<file path="src/rtl/alu_pkg.sv">
// Shared types for the ALU result capture stage: per-entry flag bundle,
// entry record and skid FIFO occupancy states.
package alu_pkg;

   localparam int ALU_W = 32;

   typedef struct packed {
      logic of;
      logic cary;
      logic eq;
      logic zero;
      logic neg;
   } alu_flags_t;

   typedef struct packed {
      logic [ALU_W-1:0] s;
      alu_flags_t       flags;
   } alu_entry_t;

   typedef enum logic [1:0] {
      OCC_EMPTY = 2'd0,
      OCC_ONE   = 2'd1,
      OCC_FULL  = 2'd2
   } occ_state_t;

endpackage

</file>
<file path="src/rtl/alu_result_stage_sat_counter.sv">
// Saturating event counter with synchronous clear; clear wins over a
// same-cycle increment and the count holds at all-ones instead of wrapping.
module sat_counter #(
   parameter int CNT_W = 16
) (
   input  logic             clk,
   input  logic             rst_n,
   input  logic             inc,
   input  logic             clr,
   output logic [CNT_W-1:0] count
);

   always_ff @(posedge clk or negedge rst_n) begin
      if (!rst_n) begin
         count <= '0;
      end else if (clr) begin
         count <= '0;
      end else if (inc && (count != {CNT_W{1'b1}})) begin
         count <= count + 1'b1;
      end
   end

endmodule

</file>
<file path="src/rtl/alu_result_stage.sv">
// ALU result capture stage: 2-entry skid FIFO with derived zero/neg flags and
// an overflow event counter. Define STICKY_FLAGS_EN to add sticky_of/sticky_cary.
module alu_result_stage
   import alu_pkg::*;
#(
   parameter int WIDTH = ALU_W,
   parameter int CNT_W = 16
) (
   input  logic             clk,
   input  logic             rst_n,
   input  logic             in_valid,
   output logic             in_ready,
   input  logic [WIDTH-1:0] in_s,
   input  logic             in_of,
   input  logic             in_cary,
   input  logic             in_eq,
   output logic             out_valid,
   input  logic             out_ready,
   output logic [WIDTH-1:0] out_s,
   output logic             out_of,
   output logic             out_cary,
   output logic             out_eq,
   output logic             out_zero,
   output logic             out_neg,
   input  logic             clr_stats,
`ifdef STICKY_FLAGS_EN
   output logic             sticky_of,
   output logic             sticky_cary,
`endif
   output logic [CNT_W-1:0] ovf_count
);

   occ_state_t       state;
   logic             wr_ptr, rd_ptr;
   logic             push, pop;
   logic [WIDTH-1:0] mem_s [2];
   alu_flags_t       mem_f [2];
   alu_flags_t       cap_f;
   alu_flags_t       head_f;

   assign push      = in_valid & in_ready;
   assign out_valid = (state != OCC_EMPTY);
   assign pop       = out_valid & out_ready;

   // in_ready is registered from the next occupancy, so out_ready never reaches it combinationally
   always_ff @(posedge clk or negedge rst_n) begin
      if (!rst_n) begin
         state    <= OCC_EMPTY;
         in_ready <= 1'b0;
         wr_ptr   <= 1'b0;
         rd_ptr   <= 1'b0;
      end else begin
         in_ready <= 1'b1;
         if (push) wr_ptr <= ~wr_ptr;
         if (pop)  rd_ptr <= ~rd_ptr;
         unique case (state)
            OCC_EMPTY: if (push) state <= OCC_ONE;
            OCC_ONE: begin
               if (push && !pop) begin
                  state    <= OCC_FULL;
                  in_ready <= 1'b0;
               end else if (pop && !push) begin
                  state <= OCC_EMPTY;
               end
            end
            OCC_FULL: begin
               if (pop) state <= OCC_ONE;
               else     in_ready <= 1'b0;
            end
            default: state <= OCC_EMPTY;
         endcase
      end
   end

   always_comb begin
      cap_f      = '0;
      cap_f.of   = in_of;
      cap_f.cary = in_cary;
      cap_f.eq   = in_eq;
      cap_f.zero = (in_s == '0);
      cap_f.neg  = in_s[WIDTH-1];
   end

   always_ff @(posedge clk or negedge rst_n) begin
      if (!rst_n) begin
         for (int i = 0; i < 2; i++) begin
            mem_s[i] <= '0;
            mem_f[i] <= '0;
         end
      end else if (push) begin
         mem_s[wr_ptr] <= in_s;
         mem_f[wr_ptr] <= cap_f;
      end
   end

   assign head_f   = out_valid ? mem_f[rd_ptr] : '0;
   assign out_s    = out_valid ? mem_s[rd_ptr] : '0;
   assign out_of   = head_f.of;
   assign out_cary = head_f.cary;
   assign out_eq   = head_f.eq;
   assign out_zero = head_f.zero;
   assign out_neg  = head_f.neg;

   sat_counter #(.CNT_W(CNT_W)) u_ovf_cnt (
      .clk   (clk),
      .rst_n (rst_n),
      .inc   (push & in_of),
      .clr   (clr_stats),
      .count (ovf_count)
   );

`ifdef STICKY_FLAGS_EN
   always_ff @(posedge clk or negedge rst_n) begin
      if (!rst_n) begin
         sticky_of   <= 1'b0;
         sticky_cary <= 1'b0;
      end else if (clr_stats) begin
         sticky_of   <= 1'b0;
         sticky_cary <= 1'b0;
      end else if (push) begin
         sticky_of   <= sticky_of | in_of;
         sticky_cary <= sticky_cary | in_cary;
      end
   end
`endif

endmodule
</file>
<file path="config.mk">
export PLATFORM = sky130hd
export DESIGN_NAME = alu_result_stage
export DESIGN_NICKNAME = d
export VERILOG_FILES = /design/src/rtl/alu_pkg.sv /design/src/rtl/alu_result_stage_sat_counter.sv /design/src/rtl/alu_result_stage.sv
export SDC_FILE = /design/constraint.sdc
export NUM_CORES = 1
export LEC_CHECK = 0
export CORE_ASPECT_RATIO = 1.75
export CORE_MARGIN = 2
export CORE_UTILIZATION = 45
export CTS_CLUSTER_SIZE = 25
export DETAILED_ROUTE_END_ITERATION = 12
export GPL_TIMING_DRIVEN = 0
export PLACE_DENSITY = 0.72
export SLEW_MARGIN = 20
export SYNTH_ARGS = -nofsm -noshare
export SYNTH_HDL_FRONTEND = slang
export SYNTH_SLANG_ARGS = --single-unit
</file>
<file path="constraint.sdc">
create_clock -name clk -period 2.2 [get_ports clk]
set_clock_uncertainty 0.05 [all_clocks]
set_input_delay 0.66 -clock clk [delete_from_list [all_inputs] [get_ports clk]]
set_output_delay 0.66 -clock clk [all_outputs]
set_load 0.02 [all_outputs]
</file>
* Word-level counts from Yosys, hierarchy flattened
Cells that the tools add are included.
Word-level totals: register bits after elaboration 95
Operators by class: add/sub/neg operators 1, magnitude comparators 3, eq/ne operators 6, multiplexer cells 24, bitwise logic cells 7, reductions and logical operators 11
Operator list (count):
- 2-to-1 mux 32 bit | 5
- bitwise mux 64 bit | 1
- demux 32 bit (select 1 bit) | 1
- zero test 32 bit | 1
- 2-to-1 mux 16 bit | 2
- 2-to-1 mux 5 bit | 5
- adder 16 x 1 -> 16 bit (second input constant) | 1
- != test 16 bit (second input constant) | 1
- bitwise mux 10 bit | 1
- 2-to-1 mux 2 bit | 4
- one-hot mux 2 bit (3 select lines) | 1
- demux 5 bit (select 1 bit) | 1
- >= comparator 2 bit (second input constant) | 2
- logical AND 1 bit | 4
- != test 2 bit (second input constant) | 2
- inverter 1 -> 2 bit | 2
- nonzero test 2 bit | 2
- bitwise AND 1 bit | 3
- != test 3 bit (second input constant) | 1
- AND reduction 3 bit | 1
- equality test 2 x 1 -> 1 bit (second input constant) | 1
- equality test 2 bit (second input constant) | 1
- zero test 1 bit | 2
- zero test 2 bit | 1
- 4 further kinds | 6

* Depth between registers and ports, before layout
depth in word-level cells 6, gate-level depth with buffers 6, mapped depth without buffers 6

* Hierarchy
A second synthesis with hierarchy kept.
Unflattened totals: cells, all modules 375, area, all modules 4591.9 um2
Modules (own cells, without submodules):
- alu_result_stage | times used 1, cells an instance 277, area an instance 3649.8 um2, seq. area each 1926.8 um2
- sat_counter | times used 1, cells an instance 98, area an instance 942.2 um2, seq. area each 400.4 um2

* Worst setup path before layout
Ideal clock, no wire load.
path type reg-to-output, start register state[1], end output port out_s[31], data arrival time 1412 ps, data required time 1490 ps, path slack 78 ps, cell stages (with the launch flop) 6, cells stage by stage dfrtp_1 -> inv_1 -> ha_1 -> clkbuf_1 -> nor2_1 -> buf_4
Between the ends: cells in the longest elaborated chain, start to end 2
RTL lines:
- from (decl) | RTL line alu_result_stage.sv:33 | occ_state_t state;
- from (signal assigned) | RTL line alu_result_stage.sv:48 | state <= OCC_EMPTY;
- from (signal assigned) | RTL line alu_result_stage.sv:57 | OCC_EMPTY: if (push) state <= OCC_ONE;
- from (signal assigned) | RTL line alu_result_stage.sv:60 | state <= OCC_FULL;
- nonzero test 2 bit | RTL line alu_result_stage.sv:42 | assign out_valid = (state != OCC_EMPTY);
- 2-to-1 mux 32 bit | RTL line alu_result_stage.sv:97 | assign out_s = out_valid ? mem_s[rd_ptr] : '0;
- to (decl) | RTL line alu_result_stage.sv:19 | output logic [WIDTH-1:0] out_s,
Every way passes these cells.

* Worst setup path in the final report
start register rd_ptr, end output port out_s[13]
Between the ends: cells in the longest elaborated chain, start to end 5
RTL lines:
- from (decl) | RTL line alu_result_stage.sv:34 | logic wr_ptr, rd_ptr;
- from (signal assigned) | RTL line alu_result_stage.sv:55 | if (pop) rd_ptr <= ~rd_ptr;
- inverter 1 -> 2 bit (implied by the code) | RTL line alu_result_stage.sv:97
- 2-to-1 mux 32 bit (implied by the code) (3 in a row) | RTL line alu_result_stage.sv:97
- 2-to-1 mux 32 bit | RTL line alu_result_stage.sv:97
Every way passes these cells. The select of a mux whose other input is x is not followed.

==> out/summary.txt <==
Initial core utilization -> 45.8%
Setup CP Type -> flop to output pin
CP bufs+invs -> 4
Iter 0 DRT Violations -> 190
Finished Core Util -> 70.8%
CTS tree -> yes
Dpl ws -> -0.852 ns
Sequential Power Share -> 27.6%
NetSw -> 4.15 mW
Vias in the first global route -> 3607
Gr ovfl total -> 0
Rows -> 48
Synth Warn # -> 0
Gate power share -> 58.4%
WL/cell -> 19.6 um
Root Buffer -> clkbuf_16
Maximum vdd ir drop -> 0.000817 V
Most common cell after layout, fill and taps aside -> dfrtp_1
CP peak stage delay -> 0.41 ns
Worst-Margin Slew -> 0.547 ns
Initial antenna violation count -> 0
Max clock buf depth -> 2
Core outline area -> 9790 sq um
Net Sw Frac -> 37.4%
Maxcap violations -> 0
Post-route clock period utilization -> 106%
I/O Pins -> 95
Hold WC Path Type -> input pin to asynchronous set/reset pin
Clk slew on worst S/H paths -> 0.07 ns
Pwr/cell area -> 1600 nW/um^2
Fin crit period -> 2.33 ns
Seq/Total Area, Yosys -> 51.9%
Die area -> 10800 sq um
Ant. Diodes -> 0
Slowest cell on the critical path -> dfrtp_1
DRC viols -> 0
CP Max Fanout -> 8
Crit. End Element -> output pin
Leakage -> 2.88 nW
Commonest cells after routing, fill and taps aside -> dfrtp_1, mux2_2, clkdlybuf4s50_1, buf_6, nor2_4
Clk pwr share -> 14.0%
Die height -> 136 um
Net count after synthesis -> 417
Placer Congestion -> 0.846
Routed WL -> 12300 um
Startpoint types -> flop
Number of synthesized register bits -> 93
DP HPWL -> 7590 um
Clock Sinks -> 93
Cts bufs inserted -> 9
Post-route setup slack -> -0.131 ns
Pre-antenna DRT Iters -> 4
Cells after Synth -> 372
Worst path cell trace -> buf_12 > buf_12 > buf_16 > mux2i_1 > nor2_2 > buf_6
Mapped Area -> 4480 sq um
Worst Path Required -> 1.49 ns
Largest net degree at the start of global routing -> 82
Vias per cell -> 5.59
Final setup viols -> 37
Kind of cell adding the most delay to the critical path -> buffers and inverters
Antenna-violating nets left -> 0
Fin. Hold Viols -> 0
Arr. time, crit path -> 1.62 ns
RSZ-0062 raised after global routing -> true
Violated checks -> setup timing
Via count -> 3513
Normalized max-slew margin -> 63.5%
Synth unique cells -> 40
Max Freq -> 429 MHz
Buffers on Ports -> 93
Avg Cell Area, Syn -> 12.1 sq um
Most numerous cell on the critical path -> buf_12
First-pass GRT wire length -> 18300 um
Insertion delay of the later-clocked pin in the worst-skew pair -> 0.34 ns
Max-slew violations -> 0
Layout area overhead -> 54.6%
Die W -> 79.5 um
Int Power -> 6.94 mW
Status -> finished, violations left
H-tree levels -> 3
Share of layout cells above drive strength 1 -> 45.0%
Setup TNS Final -> -1.85 ns
Total Routing Usage GR -> 22.2%
Nets -> 544
## power groups by stage
stage,Sequential (mW),Clock (mW),Combinational (mW)
6_report,3.06,1.56,6.48
5_1_grt,3.13,1.66,6.79
4_1_cts,2.87,1.59,5.14
3_5_place_dp,2.81,0,4.04
3_3_place_gp,2.76,0,3.95
2_1_floorplan,2.72,0,2.54
## state kept, by name, indices dropped and copies added (netlist names)
name / cells
mem_s: 64
mem_f: 8
in_ready: 1
u_ovf_cnt.count: 16
state: 2
rd_ptr: 1
wr_ptr: 1
## final timing paths
check                                    from  slack (ns)  cells past startpoint            endpoint
setup / recovery                       rd_ptr       -0.13                      6           out_s[13]
max in group asynchronous               rst_n        1.40                      2  u_ovf_cnt.count[2]
hold reg to reg                     mem_s[46]        0.45                      1           mem_s[46]
min in group clk                    mem_s[46]        0.45                      1           mem_s[46]
hold / removal                          rst_n        0.07                      1           mem_s[19]
setup reg to reg           u_ovf_cnt.count[0]        0.18                      6  u_ovf_cnt.count[1]
## final cells by class
type | count | area [sq um]
Inverter | 8 | 30.0
Timing Repair Buffer | 116 | 1330
Clock buffer | 9 | 225
Sequential cell | 93 | 2330
Buffer | 20 | 253
Multi-Input combinational cell | 251 | 2540
Fill cell | 644 | 2860
Tap cell | 125 | 156
Clock inverter | 7 | 75.1
## per-stage QoR
stage,area [sq um],std cells,power [mW],hold slack [ns]
2_1_floorplan,4480,372,5.25,0.314
3_3_place_gp,5570,590,6.71,0.411
3_5_place_dp,5600,591,6.85,0.430
4_1_cts,6380,619,9.60,0.0692
5_1_grt,6930,629,11.6,0.0763
6_report,6930,629,11.1,0.0702
## synth_stat cells, drive strengths merged
master	instances	area share [%]
buf	13	1.7
or4	6	1.0
a221oi	1	0.20
nor2b	2	0.28
nand3	6	0.67
o21bai	1	0.17
nand4	8	1.4
nor4	9	1.3
o31ai	8	1.3
mux2i	38	8.5
mux2	70	18
o22ai	1	0.14
o221ai	1	0.20
o31a	1	0.20
dfrtp	93	52
xor2	3	0.59
inv	8	0.67
a211oi	1	0.17
o41ai	1	0.61
or3	6	0.92
clkbuf	7	0.59
and2	1	0.14
o2111ai	1	0.33
and3	4	0.56
a21oi	14	1.8
nor2	43	3.6
nand2	10	0.84
nor3	1	0.11
ha	5	1.4
o21ai	7	0.78
and4	1	0.22
or2	1	0.14
## what timing repair did
item,CTS,global route
cloned,6,2
hold buffers,0,0
gates resized for setup,272,112
pin swaps,9,9
setup endpoints to repair,84,70
hold endpoints to repair,0,0
setup buffers,6,8
## routing by layer
layer	up-vias	routed length, um	track usage [%]
li1	1613	-	-
met1	1777	4480	24.5
met2	101	6870	40.3
met3	22	646	4.71
met4	0	325	9.67
met5	-	0	0
## logic make-up after synthesis
kind of cell | count (synthesis) | share of synthesized area [%]
AO/OA/AOI/OAI | 37 | 5.94
multiplexers | 108 | 26.1
flip-flops | 93 | 51.9
buffers and inverters | 28 | 2.99
adder cells (fa/ha/maj) | 5 | 1.40
AND/OR/NAND/NOR | 98 | 11.1
XOR/XNOR | 3 | 0.586
(Power assumes the default switching activity.)
